**src/rtl/freq_meter_pkg.sv**
```systemverilog
// Shared types and default constants for the frequency meter.
package freq_meter_pkg;

  // Measurement sequencer states.
  typedef enum logic [1:0] {
    IDLE    = 2'd0,
    MEASURE = 2'd1,
    REPORT  = 2'd2
  } fm_state_t;

  // One-second gate at a 100 MHz system clock, so results read in Hz.
  localparam int FM_GATE_1S = 100_000_000;
  localparam int FM_CNT_W   = 32;

endpackage

```
**src/rtl/edge_sync_det.sv**
```systemverilog
// Synchronizes an asynchronous input into clk and flags its rising edges.
// The chain output and the prev flop are both flops, so rise is glitch-free.
module edge_sync_det #(
  parameter int SYNC_STAGES = 2
) (
  input  logic clk,
  input  logic rst,
  input  logic d,
  output logic rise
);

  logic [SYNC_STAGES-1:0] sync_r;
  logic                   prev_r;

  // Synchronizer chain plus one extra stage holding the previous sample.
  always_ff @(posedge clk) begin
    if (rst) begin
      sync_r <= {SYNC_STAGES{1'b0}};
      prev_r <= 1'b0;
    end else begin
      sync_r <= {sync_r[SYNC_STAGES-2:0], d};
      prev_r <= sync_r[SYNC_STAGES-1];
    end
  end

  assign rise = sync_r[SYNC_STAGES-1] & ~prev_r;

endmodule

```
**src/rtl/freq_meter.sv**
```systemverilog
// Counts rising edges of an asynchronous input over a fixed window of
// GATE_CYCLES clk cycles and reports the raw count.
// Build option: define FREQ_METER_CONT_EN for back-to-back measurements
// while en is high; otherwise each measurement needs a start pulse.
module freq_meter
  import freq_meter_pkg::*;
#(
  parameter int GATE_CYCLES = FM_GATE_1S,
  parameter int CNT_W       = FM_CNT_W,
  parameter int SYNC_STAGES = 2
) (
  input  logic             clk,
  input  logic             rst,
  input  logic             en,
  input  logic             start,
  input  logic             sig_i,
  output logic [CNT_W-1:0] freq_o,
  output logic             valid_o,
  output logic             busy_o,
  output logic             ovf_o
);

  localparam int GATE_W = $clog2(GATE_CYCLES);

`ifdef FREQ_METER_CONT_EN
  localparam bit CONT_MODE = 1'b1;
`else
  localparam bit CONT_MODE = 1'b0;
`endif

  fm_state_t          state_r, state_nxt_s;
  logic [GATE_W-1:0]  gate_cnt_r, gate_nxt_s;
  logic [CNT_W-1:0]   edge_cnt_r, edge_nxt_s, edge_inc_s;
  logic               ovf_r, ovf_nxt_s, ovf_inc_s;
  logic               ovf_clr_s;
  logic               run_req_s;
  logic               rise_s;
  logic [CNT_W-1:0]   freq_r;
  logic               valid_r, busy_r, ovf_o_r;

  edge_sync_det #(.SYNC_STAGES(SYNC_STAGES)) u_sync (
    .clk  (clk),
    .rst  (rst),
    .d    (sig_i),
    .rise (rise_s)
  );

  // In continuous mode en alone launches a window; otherwise start is needed.
  assign run_req_s = CONT_MODE ? en : (start & en);

  // Saturating edge increment; a rise that cannot be counted marks overflow.
  always_comb begin
    edge_inc_s = edge_cnt_r;
    ovf_inc_s  = ovf_r;
    if (rise_s && (edge_cnt_r == {CNT_W{1'b1}})) begin
      ovf_inc_s = 1'b1;
    end else if (rise_s) begin
      edge_inc_s = edge_cnt_r + CNT_W'(1'b1);
    end else begin
      edge_inc_s = edge_cnt_r;
    end
  end

  // Next-state and counter update logic for the gate window sequencer.
  always_comb begin
    state_nxt_s = state_r;
    gate_nxt_s  = gate_cnt_r;
    edge_nxt_s  = edge_cnt_r;
    ovf_nxt_s   = ovf_r;
    ovf_clr_s   = 1'b0;
    case (state_r)
      IDLE: begin
        if (run_req_s) begin
          state_nxt_s = MEASURE;
          gate_nxt_s  = {GATE_W{1'b0}};
          edge_nxt_s  = {CNT_W{1'b0}};
          ovf_nxt_s   = 1'b0;
          ovf_clr_s   = 1'b1;
        end else begin
          state_nxt_s = IDLE;
        end
      end
      MEASURE: begin
        gate_nxt_s = gate_cnt_r + GATE_W'(1'b1);
        edge_nxt_s = edge_inc_s;
        ovf_nxt_s  = ovf_inc_s;
        if (!en) begin
          state_nxt_s = IDLE;
        end else if (gate_cnt_r == GATE_W'(GATE_CYCLES - 1)) begin
          state_nxt_s = REPORT;
        end else begin
          state_nxt_s = MEASURE;
        end
      end
      REPORT: begin
        if (CONT_MODE && en) begin
          state_nxt_s = MEASURE;
          gate_nxt_s  = {GATE_W{1'b0}};
          edge_nxt_s  = {CNT_W{1'b0}};
          ovf_nxt_s   = 1'b0;
        end else begin
          state_nxt_s = IDLE;
        end
      end
      default: begin
        state_nxt_s = IDLE;
      end
    endcase
  end

  // State, counters and registered outputs; results latch on entry to REPORT
  // so that valid_o, freq_o and ovf_o all change on the same edge.
  always_ff @(posedge clk) begin
    if (rst) begin
      state_r    <= IDLE;
      gate_cnt_r <= {GATE_W{1'b0}};
      edge_cnt_r <= {CNT_W{1'b0}};
      ovf_r      <= 1'b0;
      freq_r     <= {CNT_W{1'b0}};
      valid_r    <= 1'b0;
      busy_r     <= 1'b0;
      ovf_o_r    <= 1'b0;
    end else begin
      state_r    <= state_nxt_s;
      gate_cnt_r <= gate_nxt_s;
      edge_cnt_r <= edge_nxt_s;
      ovf_r      <= ovf_nxt_s;
      busy_r     <= (state_nxt_s == MEASURE);
      valid_r    <= (state_nxt_s == REPORT);
      if (state_nxt_s == REPORT) begin
        freq_r  <= edge_nxt_s;
        ovf_o_r <= ovf_nxt_s;
      end else if (ovf_clr_s) begin
        ovf_o_r <= 1'b0;
      end else begin
        ovf_o_r <= ovf_o_r;
      end
    end
  end

  assign freq_o  = freq_r;
  assign valid_o = valid_r;
  assign busy_o  = busy_r;
  assign ovf_o   = ovf_o_r;

endmodule

```
**config.mk**
```make
export PLATFORM = sky130hd
export DESIGN_NAME = freq_meter
export DESIGN_NICKNAME = d
export VERILOG_FILES = /design/src/rtl/freq_meter_pkg.sv /design/src/rtl/edge_sync_det.sv /design/src/rtl/freq_meter.sv
export SDC_FILE = /design/constraint.sdc
export NUM_CORES = 1
export LEC_CHECK = 0
export ABC_AREA = 1
export ABC_CLOCK_PERIOD_IN_PS = 5410
export BUFFER_PORTS_ARGS = -buffer_cell sky130_fd_sc_hd__clkbuf_2
export CAP_MARGIN = 20
export CORE_MARGIN = 1.5
export CORE_UTILIZATION = 60
export CTS_CLUSTER_SIZE = 40
export DETAILED_ROUTE_END_ITERATION = 6
export GPL_ROUTABILITY_DRIVEN = 0
export PLACE_DENSITY = 0.8
export SETUP_SLACK_MARGIN = 0.3
export SYNTH_ARGS = -nofsm -noshare
export SYNTH_HDL_FRONTEND = slang
export SYNTH_SLANG_ARGS = --single-unit
```
**constraint.sdc**
```tcl
create_clock -name clk -period 5.41 [get_ports clk]
set_clock_uncertainty 0.1 [all_clocks]
set_input_delay 0.2705 -clock clk [delete_from_list [all_inputs] [get_ports clk]]
set_output_delay 0.2705 -clock clk [all_outputs]
set_load 0.01 [all_outputs]
```
==> summary.md <==
| Metric | Value |
|---|---|
| Status | `finished, final reports clean` |
| Final Hold Fails | `0` |
| Syn Inst Count | `834` |
| Fmax | `366 MHz` |
| Tmin final | `2.73 ns` |
| # hold bufs at CTS | `1` |
| CTS buffer count | `9` |
| R2R Path End | `freq_o[17]` |
| Final Hold Slack | `0.315 ns` |
| Pwr dens | `212 mW/mm^2` |
| Max VDD drop | `0.000170 V` |
| Global-route wire length before repair | `22.6 mm` |
| Final Slew Violations | `0` |
| Synth Register Bits | `100` |
| Synth unique cells | `39` |
| Worst path arrival time | `2.89 ns` |
| Largest net degree at the start of global routing | `47` |
| Req. time, crit path | `5.57 ns` |
| Drt total wl | `12.8 mm` |
| R2R Setup Slk | `2.68 ns` |
| Crit start category | `register` |
| 1st-iter DRT viols | `376` |
| Clock slew seen by the registers of the worst setup and hold paths | `0.09 ns` |
| Sink Count | `100` |
| CTS root buf | `clkbuf_8` |
| Grt total ovfl | `0` |
| Antenna violations before repair | `0` |
| Fraction of the yosys area taken by sequential cells | `37.2%` |
| Drt pass-1 iters | `5` |
| Routed via count | `5346` |
| Critical path's largest stage delay | `0.70 ns` |
| Reg2reg start | `state_r[0]` |
| Final setup fails | `0` |
| Cell mode on critical path | `inv_1` |
| Finished Cell Area | `0.00578 mm^2` |
| Port Buffers | `39` |
| Post-route ant nets | `0` |
| Final period utilization | `50.4%` |
| CP Capture Type | `register` |
| Top Family by Delay on Critical Path | `simple AND/OR/NAND/NOR gates` |
| Hold path cells | `2` |
| WS Path Type | `register to register` |
| Area grow syn2layout | `7.59%` |
| LEAKAGE | `2.51 nW` |
| Worst hold path class | `register to register` |
| Least-Margin Pin Slew | `0.894 ns` |
| DP HPWL | `9.15 mm` |
| CP Cell Sequence | `inv_1, nor2_4, nand2_1, inv_1, nand4_2, a22oi_1` |
| Worst-Skew Late Latency | `0.37 ns` |
| Wire length per cell | `13.1 um` |
| Hold Path Origin | `u_sync.sync_r[0]` |
| Dpl cell area | `0.00561 mm^2` |
| Vias per std cell | `5.47` |
| Synthesized area | `0.00538 mm^2` |
| Syn_area_per_cell | `6.45 um^2` |
| Max-cap violations | `0` |
| Post-synth net total | `841` |
| Core area | `0.00872 mm^2` |
| Diode count | `0` |
| Die Span X | `97.7 um` |
| WHS Endpoint | `u_sync.sync_r[1]` |
| Die H | `97.7 um` |
| # rows | `34` |
| Worst path buffer plus inverter count | `2` |
| # nets final | `871` |
| DRC | `0` |
| Slowest cell on the critical path | `nand4_2` |
| RSZ-0062 raised after global routing | `false` |
| Die area | `0.00954 mm^2` |
| Final setup TNS | `0 ns` |
| Slew HR | `40.2%` |
| Layout cell share with drive strength beyond 1 | `11.3%` |
| Vias in the first global route | `4971` |
| Clk buf depth | `2` |
| Number of setup buffers added after CTS | `0` |
| Tot GR Track Use | `28.3%` |
| Final Util | `66.3%` |
| CTS H-tree lvls | `3` |
| Worst Path Max Fanout | `34` |
| CTS tree | `yes` |
| # resized after CTS | `0` |
| Ports | `40` |
| R2R depth | `6` |
| Warnings, synthesis | `0` |
| Initial core utilization | `61.6%` |
cell usage in the layout, fill, tap and decap left out, types with 4 or more instances in the layout:
| cell type | count |
|---|---|
| nand2_1 | 243 |
| dfxtp_1 | 100 |
| inv_1 | 99 |
| nand3_1 | 85 |
| nor2_1 | 81 |
| a21oi_1 | 52 |
| clkbuf_2 | 39 |
| nor3_1 | 23 |
| o21ai_0 | 22 |
| nand4_1 | 21 |
| nor2_2 | 11 |
| xor2_1 | 10 |
| inv_2 | 10 |
| clkbuf_8 | 9 |
| o21ai_1 | 8 |
| nand3b_1 | 5 |
| nor2_4 | 5 |
| nand3_2 | 4 |
how the worst max path moves through the flow:
| stage | startpoint | end | slack, ns | cells after the start |
|---|---|---|---|---|
| floorplan | gate_cnt_r[0] | freq_o[18] | 3.61 | 13 |
| global placement | state_r[0] | freq_o[0] | 2.77 | 6 |
| detailed placement | state_r[0] | freq_o[17] | 2.66 | 6 |
| CTS | state_r[0] | freq_o[17] | 2.60 | 6 |
| global route | state_r[0] | freq_o[17] | 2.33 | 6 |
| finish | state_r[0] | freq_o[17] | 2.68 | 6 |
synth_stat cells, drive strengths merged:
| library cell | count | share of area (%) |
|---|---|---|
| nand2 | 248 | 18 |
| inv | 109 | 7.6 |
| dfxtp | 100 | 37 |
| nor2 | 97 | 8.0 |
| nand3 | 89 | 8.7 |
| a21oi | 52 | 4.8 |
| o21ai | 30 | 2.8 |
| nand4 | 24 | 3.1 |
| nor3 | 24 | 2.3 |
| buf | 13 | 1.5 |
| clkbuf | 11 | 0.77 |
| xor2 | 10 | 1.6 |
| nand3b | 5 | 0.70 |
| or2 | 5 | 0.58 |
| a22oi | 2 | 0.28 |
| ha | 2 | 0.47 |
| nor4 | 2 | 0.23 |
| o21a | 2 | 0.28 |
| o21bai | 2 | 0.28 |
| a211oi | 1 | 0.14 |
| a21boi | 1 | 0.14 |
| a221oi | 1 | 0.16 |
| a2bb2oi | 1 | 0.16 |
| a31oi | 1 | 0.12 |
| clkinv | 1 | 0.070 |
| nor3b | 1 | 0.14 |
logic make-up after synthesis:
group	count (synthesis)	share of synthesized area [%]
flops	100	37.2
buf+inv	134	9.96
fa+ha+maj	2	0.465
xor+xnor	10	1.63
compound gates	93	9.19
simple gates	495	41.5
area by class of cell:
type,count,area (um^2)
Multi-Input combinational cell,600,2840
Sequential cell,100,2000
Clock inverter,6,40.0
Timing Repair Buffer,43,228
Clock buffer,10,128
Inverter,110,413
Tap cell,108,135
Fill cell,806,2940
power by group:
group          switching (mW)  total (mW)  internal (mW)
sequential            0.00292       0.742          0.739
clock                   0.262       0.429          0.168
combinational          0.0414      0.0529         0.0115
metal layers:
layer	vias up	global-route usage [%]	share of wire, %
met5	-	0	0
met4	0	11.8	2.2
met3	31	4.03	6.6
met2	206	46.6	47
met1	2362	37.3	44
li1	2747	-	-
worst register-to-register path, stage by stage (launching register included):
cell and delay [ns]:
dfxtp_1 0.33, inv_1 0.06, nor2_4 0.59, nand2_1 0.24, inv_1 0.15, nand4_2 0.70
a22oi_1 0.44
stage by stage:
| step | power, mW | setup WS (ns) | std cells |
|---|---|---|---|
| 2_1_floorplan | 0.796 | 3.61 | 834 |
| 3_3_place_gp | 0.809 | 2.77 | 960 |
| 3_5_place_dp | 0.810 | 2.66 | 960 |
| 4_1_cts | 1.24 | 2.60 | 977 |
| 5_1_grt | 1.26 | 2.33 | 977 |
| 6_report | 1.22 | 2.68 | 977 |
state kept, by name (all words and copies together) (netlist names), 2 cells and up:
| name | count |
|---|---|
| state_r | 2 |
| gate_cnt_r | 27 |
| u_sync.sync_r | 2 |
| freq_o | 32 |
| edge_cnt_r | 32 |
Note: power is estimated with default switching activity, not from simulation.
